--- src/rtl/tdm_demux_if.sv ---
// Parallel-side bundle of the TDM receive path.
// Handshake: on each rising clk edge with en=1 the receiver samples din and
// fsync; edges with en=0 are ignored entirely. There is no backpressure:
// valid is a one-cycle strobe meaning y0..y3 have just been replaced by a
// complete frame, and sync_err is a one-cycle strobe flagging a framing error.
// The two strobes are never high together.
interface tdm_demux_if #(
  parameter int WIDTH = 8
);
  logic             en;
  logic             din;
  logic             fsync;
  logic [WIDTH-1:0] y0;
  logic [WIDTH-1:0] y1;
  logic [WIDTH-1:0] y2;
  logic [WIDTH-1:0] y3;
  logic             valid;
  logic             sync_err;

  // Link side: drives the serial stream, observes the recovered words.
  modport master (
    output en, din, fsync,
    input  y0, y1, y2, y3, valid, sync_err
  );

  // Demultiplexer side.
  modport slave (
    input  en, din, fsync,
    output y0, y1, y2, y3, valid, sync_err
  );
endinterface

--- src/rtl/tdm_demux.sv ---
// Time-division demultiplexer: recovers four WIDTH-bit channel words from a
// serial stream (MSB first, frame marked by fsync on slot 0 bit 0) and
// presents them in parallel, updating all four atomically per frame.
module tdm_demux #(
  parameter int WIDTH = 8
) (
  input  logic         clk,
  input  logic         rst_n,
  tdm_demux_if.slave   bus,
  output logic         dbg_state
);

  localparam int BW = (WIDTH > 2) ? $clog2(WIDTH) : 1;
  localparam logic [BW-1:0] LAST_BIT = BW'(WIDTH - 1);

  typedef enum logic {
    HUNT = 1'b0,
    RUN  = 1'b1
  } state_t;

  state_t           state;
  logic [BW-1:0]    bit_cnt;
  logic [1:0]       slot_cnt;
  logic [WIDTH-2:0] shreg;
  logic [WIDTH-1:0] stage0;
  logic [WIDTH-1:0] stage1;
  logic [WIDTH-1:0] stage2;
  logic [WIDTH-1:0] shifted;

  // Word formed by the bits already collected plus the bit on din now; the
  // shift register keeps only WIDTH-1 bits because the last bit of a slot
  // goes straight into the staging word.
  always_comb begin
    shifted = {shreg, bus.din};
  end

  assign dbg_state = (state == RUN);

  // Framing FSM, counters, staging and output registers.
  always_ff @(posedge clk) begin
    if (!rst_n) begin
      state        <= HUNT;
      bit_cnt      <= '0;
      slot_cnt     <= '0;
      shreg        <= '0;
      stage0       <= '0;
      stage1       <= '0;
      stage2       <= '0;
      bus.y0       <= '0;
      bus.y1       <= '0;
      bus.y2       <= '0;
      bus.y3       <= '0;
      bus.valid    <= 1'b0;
      bus.sync_err <= 1'b0;
    end else begin
      bus.valid    <= 1'b0;
      bus.sync_err <= 1'b0;
      if (bus.en) begin
        case (state)
          HUNT: begin
            if (bus.fsync) begin
              shreg    <= shifted[WIDTH-2:0];
              bit_cnt  <= BW'(1);
              slot_cnt <= '0;
              state    <= RUN;
            end
          end
          RUN: begin
            if (slot_cnt == 2'd0 && bit_cnt == '0) begin
              // Frame boundary: fsync is mandatory here, otherwise lock is lost.
              if (!bus.fsync) begin
                bus.sync_err <= 1'b1;
                state        <= HUNT;
              end else begin
                shreg   <= shifted[WIDTH-2:0];
                bit_cnt <= BW'(1);
              end
            end else if (bus.fsync) begin
              // Misplaced fsync: drop the partial frame and restart on this bit.
              bus.sync_err <= 1'b1;
              shreg        <= shifted[WIDTH-2:0];
              bit_cnt      <= BW'(1);
              slot_cnt     <= '0;
            end else if (bit_cnt == LAST_BIT) begin
              bit_cnt <= '0;
              shreg   <= shifted[WIDTH-2:0];
              case (slot_cnt)
                2'd0: stage0 <= shifted;
                2'd1: stage1 <= shifted;
                2'd2: stage2 <= shifted;
                default: begin
                  bus.y0    <= stage0;
                  bus.y1    <= stage1;
                  bus.y2    <= stage2;
                  bus.y3    <= shifted;
                  bus.valid <= 1'b1;
                end
              endcase
              slot_cnt <= slot_cnt + 2'd1;
            end else begin
              shreg   <= shifted[WIDTH-2:0];
              bit_cnt <= bit_cnt + 1'b1;
            end
          end
          default: state <= HUNT;
        endcase
      end
    end
  end

endmodule

--- src/flat_wrapper.sv ---
// flat-port wrapper written by rule: the top's interface ports become plain ports
module tdm_demux_flat 
#(
  parameter int WIDTH = 8
)
  (clk, rst_n, dbg_state, bus_en, bus_din, bus_fsync, bus_y0, bus_y1, bus_y2, bus_y3, bus_valid, bus_sync_err);
  tdm_demux_if #(.WIDTH(WIDTH)) bus_i ();
  input  logic clk;
  input  logic rst_n;
  output logic dbg_state;
  input wire logic [$bits(bus_i.en)-1:0] bus_en;
  input wire logic [$bits(bus_i.din)-1:0] bus_din;
  input wire logic [$bits(bus_i.fsync)-1:0] bus_fsync;
  output wire logic [$bits(bus_i.y0)-1:0] bus_y0;
  output wire logic [$bits(bus_i.y1)-1:0] bus_y1;
  output wire logic [$bits(bus_i.y2)-1:0] bus_y2;
  output wire logic [$bits(bus_i.y3)-1:0] bus_y3;
  output wire logic [$bits(bus_i.valid)-1:0] bus_valid;
  output wire logic [$bits(bus_i.sync_err)-1:0] bus_sync_err;
  assign bus_i.en = bus_en;
  assign bus_i.din = bus_din;
  assign bus_i.fsync = bus_fsync;
  assign bus_y0 = bus_i.y0;
  assign bus_y1 = bus_i.y1;
  assign bus_y2 = bus_i.y2;
  assign bus_y3 = bus_i.y3;
  assign bus_valid = bus_i.valid;
  assign bus_sync_err = bus_i.sync_err;
  tdm_demux #(.WIDTH(WIDTH)) u_core (.clk(clk), .rst_n(rst_n), .bus(bus_i), .dbg_state(dbg_state));
endmodule
--- config.mk ---
export PLATFORM = sky130hd
export DESIGN_NAME = tdm_demux_flat
export DESIGN_NICKNAME = d
export VERILOG_FILES = /design/src/rtl/tdm_demux_if.sv /design/src/rtl/tdm_demux.sv /design/src/flat_wrapper.sv
export SDC_FILE = /design/constraint.sdc
export NUM_CORES = 1
export LEC_CHECK = 0
export CAP_MARGIN = 5
export CORE_MARGIN = 2
export CORE_UTILIZATION = 58
export CTS_BUF_LIST = sky130_fd_sc_hd__clkbuf_2
export CTS_CLUSTER_SIZE = 20
export DETAILED_ROUTE_END_ITERATION = 12
export PLACE_DENSITY = 0.82
export SYNTH_ARGS = -nofsm -noshare
export SYNTH_HDL_FRONTEND = slang
export SYNTH_SLANG_ARGS = --single-unit
--- constraint.sdc ---
create_clock -name clk -period 3.5 [get_ports clk]
set_input_delay 0.35 -clock clk [delete_from_list [all_inputs] [get_ports clk]]
set_output_delay 0.35 -clock clk [all_outputs]
set_load 0.005 [all_outputs]
==> flow_summary.ini <==
[detailed_routing]
vias_per_cell = 5.49
wl_per_cell_microns = 13.8
dr_total_vias = 2047
postRouteAntennaNets = 0
drt_wl_total_mm = 5.16
drcViolationCount = 0
firstDrtPassIters = 4
drt_iter0_markers = 113

[cts]
cts_tree = built
clock-sinks = 71
hold_buffers = 0
post_cts_resized = 0
clock_latency_ns = 0.48
htreeDepth = 3
clock_tree.root_cell = clkbuf_2
cts_buffers = 9
cts_buffer_depth = 2
cts_setup_buffers = 0
path_clk_slew_ns = 0.17

[finish]
multiInputGateArea_sq_um = 1270
post-route-util_pct = 70.6
final_area_sq_um = 3310
diodes = 0
area.sequential_sq_um = 1420
syn_to_final_growth_pct = 18.3
nNetsFinal = 328
fillers = 358
drive_gt1_share_pct = 6.27

[sta]
tightestPinTransition_ns = 0.787
min_period_over_period_pct = 73.6
rsz0062_at_grt = false
skew_ns = 0.0115
tns_ns = 0
setup_viol = 0
hold_viol = 0
slew_violations = 0
max_clock_freq_mhz = 388
layout_min_cycle_time_ns = 2.58
relSlewSlack_pct = 47.4

[floorplanning]
num_io_pins = 40
floorplan.rows = 25
die_w_microns = 73.5
die_area_sq_um = 5400
initial_core_util_pct = 59.7
chipHeight_microns = 73.5
coreArea_sq_um = 4690

[setup_path]
critPathSlowestCell = nand4_4
worst_ep_arrival_time_ns = 2.99
cpLargestDelayFamily = simple AND/OR/NAND/NOR gates
cpPeakStageDelay_ns = 0.63
critical_path_required_ns = 3.91
cp_max_fo = 32
crit_type = flip-flop to flip-flop
worstPathCellList = inv_1 -> ha_1 -> and3b_1 -> inv_1 -> ha_1 -> nand4_4 -> mux2i_1
cp_num_buf_inv = 2
critPathLaunchType = flip-flop
critPathCaptureType = flip-flop

[yosys]
synth_nets = 290
synth-seq-cells = 71
yosysUniqueCellTypes = 30
synthCells = 276
synth_commonest_cells = 71 x dfxtp_1, 68 x nand2_1, 56 x mux2i_1
yosysSeqAreaShare_pct = 50.8
syn_avg_cell_area_sq_um = 10.1
yosys.area.top_type = dfxtp_1
netlist.area_leader.share_pct = 50.8
synth_most_common_cell = dfxtp_1
synth_area_leaders = dfxtp_1 51%, mux2i_1 20%, nand2_1 9.1%
synth_enable_flop_cells = 0
synth_warnings = 0
syn_area_sq_um = 2800
ys.flop_type = dfxtp_1
ys_async_sr_fraction_pct = 0

[outcome]
status = completed

[power]
power_density_nw_per_um2 = 412
finalPower_w = 0.00136
ir_drop_v = 0.000361
p_leak_nw = 1.58

[global_route]
track_usage_pct = 20.9
antenna_found_initial = 0
grt_overflow_total = 0
grt_pass1_wl_mm = 8.49
grt_pass1_vias = 1809
grt_max_degree = 47

[placed_design]
gp_congestion = 0.815
placement.io_buffers = 39
hpwl_mm = 3.46
dpl_cell_area_sq_um = 3180

[worst_hold_path]
hold_path.class = input pin to flip-flop

[flow_run]
maxCapViolCount = 0
metal layers:
layer	up-vias	GRT usage, %	wire, microns
met3	10	4.12	227
met2	47	33.2	2510
li1	1028	-	-
met4	0	10.3	93
met1	962	27.0	2330
met5	-	0	0
registers in the layout, summed over array words and instances (netlist names):
name                 count
u_core.bus.y3            8
u_core.bit_cnt           3
u_core.bus.sync_err      1
u_core.stage0            8
u_core.bus.valid         1
u_core.dbg_state         1
u_core.stage2            8
u_core.shreg             7
u_core.bus.y0            8
u_core.bus.y1            8
u_core.slot_cnt          2
u_core.stage1            8
u_core.bus.y2            8
worst paths after layout:
check	from	to	slack, ns	cells past startpoint
setup / recovery	u_core.slot_cnt[0]	u_core.bus.y0[7]	0.92	7
hold reg to reg	u_core.stage2[2]	u_core.bus.y2[2]	0.47	2
setup reg to reg	u_core.slot_cnt[0]	u_core.bus.y0[7]	0.92	7
hold / removal	rst_n	u_core.bit_cnt[1]	0.32	3
cell type report:
cell class                      instances  area share [%]
Clock buffer                           11            1.66
Tap cell                               54            2.04
Clock inverter                          5            2.19
Timing Repair Buffer                   40            11.9
Multi-Input combinational cell        184            38.4
Sequential cell                        71            42.9
Inverter                                8           0.907
kinds of logic after synthesis:
logic type	Yosys count	synth area share [%]
adders and majority gates	9	4.02
DFF	71	50.8
AOI/OAI and AO/OA	27	5.59
buffers and inverters	21	3.80
muxes	56	20.0
and+or+nand+nor	92	15.8
power breakdown:
group	internal [W]	switching (W)	total (W)
clock	0.000237	0.000264	0.000502
sequential	0.000812	0.00000278	0.000814
combinational	0.0000133	0.0000346	0.0000480
worst min-delay path, delay by kind of cell:
family | cells | cell delay [ns]
buffers and inverters | 1 | 0.25
AND/OR/NAND/NOR | 1 | 0.12
AO/OA/AOI/OAI | 1 | 0.04
per-stage QoR:
stage / instances / hold WS, ns / setup WS [ns]
6_report: 373 / 0.320 / 0.923
5_1_grt: 373 / 0.311 / 0.680
4_1_cts: 373 / 0.284 / 0.891
3_5_place_dp: 357 / 0.453 / 0.938
3_3_place_gp: 357 / 0.446 / 1.07
2_1_floorplan: 276 / 0.443 / 1.65
cells in the final DEF, fill, tap and decap left out, drive strengths merged, types with 3 or more instances in the layout:
cell           instances
dfxtp                 71
nand4                  3
and3                   4
clkbuf                11
ha                     9
mux2i                 56
nand3                  8
nand2                 70
clkinv                 4
a21oi                 10
o21ai                 10
inv                    7
clkdlybuf4s50         38
Note: power is estimated with default switching activity, not from simulation.
